===== src/rtl/bcd_pkg.sv =====
// Shared types and constants for the two-digit BCD scan counter.
//   bcd_t      : one BCD nibble
//   bcd_pair_t : tens/ones nibble pair, laid out as load_val[7:4]/[3:0]
//   bcd_clean  : forces an out-of-range nibble to 0
package bcd_pkg;

  localparam logic [3:0] BCD_MAX    = 4'd9;
  localparam logic [1:0] DIG_ONES_N = 2'b10;
  localparam logic [1:0] DIG_TENS_N = 2'b01;

  typedef logic [3:0] bcd_t;

  typedef struct packed {
    bcd_t tens;
    bcd_t ones;
  } bcd_pair_t;

  function automatic bcd_t bcd_clean(input bcd_t v);
    return (v > BCD_MAX) ? 4'd0 : v;
  endfunction

endpackage


===== src/rtl/bcd_digit.sv =====
// One decade of the BCD up/down counter.
//   clk, rst_n : clock, async active-low reset
//   clr, load  : synchronous clear / load (clr wins over load)
//   load_val   : nibble to load; values above 9 load as 0
//   step, up   : advance one count in the given direction
//   digit      : current digit, always 0..9
//   terminal   : digit is at the roll-over point for the current direction
//                (9 counting up, 0 counting down); feeds the next decade
module bcd_digit
  import bcd_pkg::*;
(
  input  logic clk,
  input  logic rst_n,
  input  logic clr,
  input  logic load,
  input  bcd_t load_val,
  input  logic step,
  input  logic up,
  output bcd_t digit,
  output logic terminal
);

  assign terminal = up ? (digit == BCD_MAX) : (digit == 4'd0);

  always_ff @(posedge clk or negedge rst_n) begin
    if (!rst_n)    digit <= 4'd0;
    else if (clr)  digit <= 4'd0;
    else if (load) digit <= bcd_clean(load_val);
    else if (step) begin
      if (up) digit <= terminal ? 4'd0    : digit + 4'd1;
      else    digit <= terminal ? BCD_MAX : digit - 4'd1;
    end
  end

endmodule


===== src/rtl/bcd_scan_counter.sv =====
// Two-digit BCD up/down counter (00..99) with tick prescaler and a
// time-multiplexed digit scanner feeding a single 7-segment decoder.
//   TICK_DIV  : enabled cycles per count step (>=1)
//   SCAN_DIV  : cycles per scan slot (>=1)
//   clk, rst_n: clock, async active-low reset
//   en, up    : count enable (gates prescaler), direction (1 = up)
//   clr, load : synchronous clear / parallel load (clr > load > step)
//   load_val  : [7:4] tens, [3:0] ones
//   ones,tens : count digits
//   bcd,dig_n : scanned nibble and active-low digit enable ([0]=ones)
//   tick,wrap : one-cycle pulses after a step / after a 99<->00 roll
module bcd_scan_counter
  import bcd_pkg::*;
#(
  parameter int TICK_DIV = 50_000_000,
  parameter int SCAN_DIV = 50_000
) (
  input  logic       clk,
  input  logic       rst_n,
  input  logic       en,
  input  logic       up,
  input  logic       clr,
  input  logic       load,
  input  logic [7:0] load_val,
  output logic [3:0] ones,
  output logic [3:0] tens,
  output logic [3:0] bcd,
  output logic [1:0] dig_n,
  output logic       tick,
  output logic       wrap
);

  localparam int NUM_DIG = 2;
  localparam int PW      = (TICK_DIV > 1) ? $clog2(TICK_DIV) : 1;
  localparam int SW      = (SCAN_DIV > 1) ? $clog2(SCAN_DIV) : 1;
  localparam logic [PW-1:0] PMAX = PW'(TICK_DIV - 1);
  localparam logic [SW-1:0] SMAX = SW'(SCAN_DIV - 1);

  bcd_pair_t lv;
  assign lv = load_val;

  // prescaler
  logic [PW-1:0] presc;
  logic          presc_tc, step;

  assign presc_tc = en && (presc == PMAX);
  // step only when neither clear nor load overrides this edge
  assign step     = presc_tc && !clr && !load;

  always_ff @(posedge clk or negedge rst_n) begin
    if (!rst_n)                presc <= '0;
    else if (clr || load)      presc <= '0;
    else if (en)               presc <= presc_tc ? '0 : presc + 1'b1;
  end

  // digit chain: each decade steps when all lower decades are terminal
  logic [NUM_DIG-1:0][3:0] digs;
  logic [NUM_DIG-1:0][3:0] ld_nib;
  logic [NUM_DIG-1:0]      term;
  logic [NUM_DIG:0]        stp;

  assign ld_nib[0] = lv.ones;
  assign ld_nib[1] = lv.tens;
  assign stp[0]    = step;

  genvar gi;
  generate
    for (gi = 0; gi < NUM_DIG; gi++) begin : g_dig
      bcd_digit u_dig (
        .clk      (clk),
        .rst_n    (rst_n),
        .clr      (clr),
        .load     (load),
        .load_val (ld_nib[gi]),
        .step     (stp[gi]),
        .up       (up),
        .digit    (digs[gi]),
        .terminal (term[gi])
      );
      assign stp[gi+1] = stp[gi] && term[gi];
    end
  endgenerate

  assign ones = digs[0];
  assign tens = digs[1];

  always_ff @(posedge clk or negedge rst_n) begin
    if (!rst_n) begin
      tick <= 1'b0;
      wrap <= 1'b0;
    end else begin
      tick <= step;
      wrap <= stp[NUM_DIG];
    end
  end

  // free-running scanner, independent of en/clr/load
  logic [SW-1:0] scnt;
  logic          sel;

  always_ff @(posedge clk or negedge rst_n) begin
    if (!rst_n) begin
      scnt <= '0;
      sel  <= 1'b0;
    end else if (scnt == SMAX) begin
      scnt <= '0;
      sel  <= ~sel;
    end else begin
      scnt <= scnt + 1'b1;
    end
  end

  // bcd and dig_n share one register stage so they switch together
  always_ff @(posedge clk or negedge rst_n) begin
    if (!rst_n) begin
      bcd   <= 4'd0;
      dig_n <= DIG_ONES_N;
    end else begin
      bcd   <= sel ? tens : ones;
      dig_n <= sel ? DIG_TENS_N : DIG_ONES_N;
    end
  end

endmodule


===== config.mk =====
export PLATFORM = sky130hd
export DESIGN_NAME = bcd_scan_counter
export DESIGN_NICKNAME = d
export VERILOG_FILES = /design/src/rtl/bcd_pkg.sv /design/src/rtl/bcd_digit.sv /design/src/rtl/bcd_scan_counter.sv
export SDC_FILE = /design/constraint.sdc
export NUM_CORES = 1
export LEC_CHECK = 0
export BUFFER_PORTS_ARGS = -buffer_cell sky130_fd_sc_hd__buf_4
export CORE_AREA = 2 2 82 84
export CTS_CLUSTER_DIAMETER = 120
export CTS_CLUSTER_SIZE = 8
export DETAILED_ROUTE_END_ITERATION = 16
export DIE_AREA = 0 0 84 86
export PLACE_DENSITY = 0.72
export SLEW_MARGIN = 20
export SYNTH_ARGS = -nofsm -noshare
export SYNTH_HDL_FRONTEND = slang
export SYNTH_SLANG_ARGS = --single-unit

===== constraint.sdc =====
create_clock -name clk -period 6 [get_ports clk]
set_clock_uncertainty 0.15 [all_clocks]
set_input_delay 0 -clock clk [delete_from_list [all_inputs] [get_ports clk]]
set_output_delay 0 -clock clk [all_outputs]
set_load 0.05 [all_outputs]

==> run summary <==
status: completed
IO Pins: 30
Pwr per Cell Area: 241 mW/mm2
GP Congestion: 0.903
Reg power frac: 0.426
EDFF count, synth: 0
Post-Syn Area: 0.00335 mm2
root buffer cell: clkbuf_8
H-tree depth: 3
Syn. warnings: 0
Hold/Removal Path Class: input port to register
input/output buffers: 29
Peak VDD IR: 0.213 mV
final hold vios: 0
die area: 0.00722 mm2
internal cell power: 745 uW
starting density of the core: 0.534
crit path DAT: 2.63 ns
Period minus WS final: 2.55 ns
RSZ-0062 raised after global routing: false
f_max: 0.391 GHz
deepest clock path buffer count: 2
# rows: 29
ys async rst share: 1.00
final WL: 7.41 mm
Total Nets Final: 428
Setup CP Type: register to register
Seq/Total Area, Yosys: 0.441
detailed-placement wirelength estimate: 4.98 mm
Post-CTS Setup Repair Bufs: 0
Inserted Clock Buffers: 9
Worst-path clk slew: 0.07 ns
clk_lat worst skew: 0.34 ns
Synth Area in Adders: 0.0299
switching portion of total power: 0.227
NetSw: 219 uW
worst-margin pin slew: 0.839 ns
WHS Path Cells: 4
worst endpoint required time: 6.07 ns
CP max FO: 6
Yosys cell types: 54
DR pass1 iterations: 5
routed vias/inst: 5.82
setup_tns: 0 ns
Util after Layout: 0.638
core footprint: 0.00628 mm2
mux cell area share after synthesis: 0.0190
n_diodes: 0
Syn Area/Cell: 9.13 um2
remaining global-route overflow: 0
number of global-route vias before repair: 2761
hold_sp: load_val[6]
combinational family with the most area after synthesis: simple AND/OR/NAND/NOR gates
Synth Area in Compound Gates: 0.112
GRT Total Usage: 0.221
Post-DRT Antenna Nets: 0
number of max-cap violations: 0
DR iter-0 viols: 206
area grow syn2layout: 19.5%
Post-Synth XOR/XNOR Area: 0.0889
Die Ht: 86 um
Relative slew margins: 0.438
register bit total from synthesis: 59
CP endpoint kind: register
FF-to-FF Start: presc[9]
die width: 84 um
Post-Synth Simple-Gate Area: 0.277
Worst R2R Path Depth: 6
combinational share of power: 0.090
Worst setup SP type: register
Pleak: 1.68 nW
share of cells above drive strength 1: 0.139
r2r setup slk: 3.45 ns
post-route clock period utilization: 0.426
Worst Hold End: g_dig[1].u_dig.digit[2]
WL/cell: 15.2 um
Most used DFF post-synth: dfrtp_1
DRC Markers: 0
Via Count: 2838
largest net degree at the start of global routing: 60
Post-Syn Nets: 389
initial antenna violation count: 0
Final Setup Violations: 0
CTS tree: yes
Clk network pwr share: 0.484
first-pass GRT wire length: 12.8 mm
CTS sink cnt: 59
synthesized instance count: 367
worst r2r dst: g_dig[0].u_dig.digit[1]
Slew Limit Fails: 0
-- registers in the layout, summed over array words and instances (netlist names) --
name,count
scnt,16
dig_n,2
wrap,1
presc,26
bcd,4
tick,1
g_dig.u_dig.digit,8
sel,1
-- power by group through the flow --
stage	sequential [mW]	clock [mW]	combinational, mW
global route	0.411	0.489	0.0944
CTS	0.410	0.473	0.0871
floorplan	0.428	0	0.0392
detailed placement	0.418	0	0.0805
finish	0.410	0.466	0.0870
global placement	0.418	0	0.0799
-- logic make-up after synthesis --
group / count (synthesis)
fa+ha+maj: 8
xor+xnor: 34
mux: 6
compound gates: 59
buf+inv: 27
flops: 59
simple gates: 174
-- placed cells by master, fill, tap and decap left out, types with 2 or more instances in the layout --
cell type      Yosys  final
bufinv_16          0      3
xnor2_1           18     18
clkbuf_8           0     12
o21ai_0           16     16
nand3_2            2      2
nand3b_1           5      5
or4_1              6      6
or3_1              2      2
o21bai_1           3      3
xor2_1            16     16
nor3_1            11     11
a21oi_1           14     14
nand2_1           34     34
nand2b_1           4      4
mux2_2             3      3
buf_4              1     29
and3_1             8      8
and4_1             2      2
nor2b_1            3      3
nor4_1             7      7
nand3_1           23     23
mux2i_1            3      3
dfrtp_1           58     58
nand4b_1           2      2
a21boi_0           5      5
nor4b_1            2      2
ha_1               8      8
a211o_1            2      2
nand4_1           15     15
a31oi_1            2      2
inv_1             12     12
dlygate4sd3_1      0     14
nor2_1            40     40
a21o_1             3      3
o31ai_1            3      3
-- per-layer routing --
| metal | vias to the layer above | part of all wire | GRT usage |
|---|---|---|---|
| li1 | 1389 | - | - |
| met1 | 1374 | 0.48 | 0.289 |
| met2 | 63 | 0.47 | 0.364 |
| met5 | - | 0 | 0 |
| met4 | 0 | 0.017 | 0.0953 |
| met3 | 12 | 0.037 | 0.0414 |
-- synthesized netlist by cell type, types with 2 or more instances --
cell	number	area share
dfrtp_1	58	0.43
nor2_1	40	0.045
nand2_1	34	0.038
nand3_1	23	0.034
xnor2_1	18	0.047
o21ai_0	16	0.024
xor2_1	16	0.042
nand4_1	15	0.028
a21oi_1	14	0.021
clkbuf_1	13	0.015
inv_1	12	0.013
nor3_1	11	0.016
and3_1	8	0.015
ha_1	8	0.030
nor4_1	7	0.013
or4_1	6	0.013
a21boi_0	5	0.011
nand3b_1	5	0.011
nand2b_1	4	0.0075
a21o_1	3	0.0067
mux2_2	3	0.010
mux2i_1	3	0.0090
nor2b_1	3	0.0056
o21bai_1	3	0.0067
o31ai_1	3	0.0067
a211o_1	2	0.0052
a31oi_1	2	0.0037
and4_1	2	0.0052
nand3_2	2	0.0060
nand4b_1	2	0.0052
nor4b_1	2	0.0052
or3_1	2	0.0037
-- final cells by class --
class / instances / area, um2
Timing Repair Buffer: 43 / 358
Multi-Input combinational cell: 281 / 1770
Clock buffer: 12 / 165
Tap cell: 77 / 96.3
Sequential cell: 59 / 1480
Clock inverter: 4 / 95.1
Inverter: 12 / 45.0
Fill cell: 496 / 2270
-- critical path: stages (launching register included) --
cell,delay [ns]
dfrtp_1,0.45
nor4_1,0.42
and4_1,0.30
and2_1,0.24
nor2_1,0.06
o31a_1,0.27
dlygate4sd3_1,0.55
-- what timing repair did --
item / in CTS / in global routing
resized for setup: 0 / 0
endpoints found under the hold margin: 73 / 0
endpoints found under the setup margin: 0 / 0
hold buffers: 14 / 0
-- through the flow --
stage	setup WS (ns)	power [mW]	std cells	hold slack (ns)	instance area [um2]
2_1_floorplan	3.79	0.467	367	-0.446	3350
3_3_place_gp	3.88	0.497	458	-0.0424	3600
3_5_place_dp	3.80	0.498	458	-0.0379	3600
4_1_cts	3.43	0.970	488	0.00389	4000
5_1_grt	3.21	0.994	488	0.0252	4000
6_report	3.45	0.964	488	0.0110	4000
-- how the worst max path moves through the flow --
stage | slack [ns] | startpoint | endpoint
after floorplan | 3.79 | g_dig[1].u_dig.digit[0] | g_dig[1].u_dig.digit[1]
after global placement | 3.88 | presc[0] | presc[11]
after detailed placement | 3.80 | presc[0] | presc[16]
after CTS | 3.43 | presc[9] | g_dig[0].u_dig.digit[1]
after global routing | 3.21 | presc[12] | g_dig[0].u_dig.digit[1]
final | 3.45 | presc[9] | g_dig[0].u_dig.digit[1]
(Power assumes the default switching activity.)
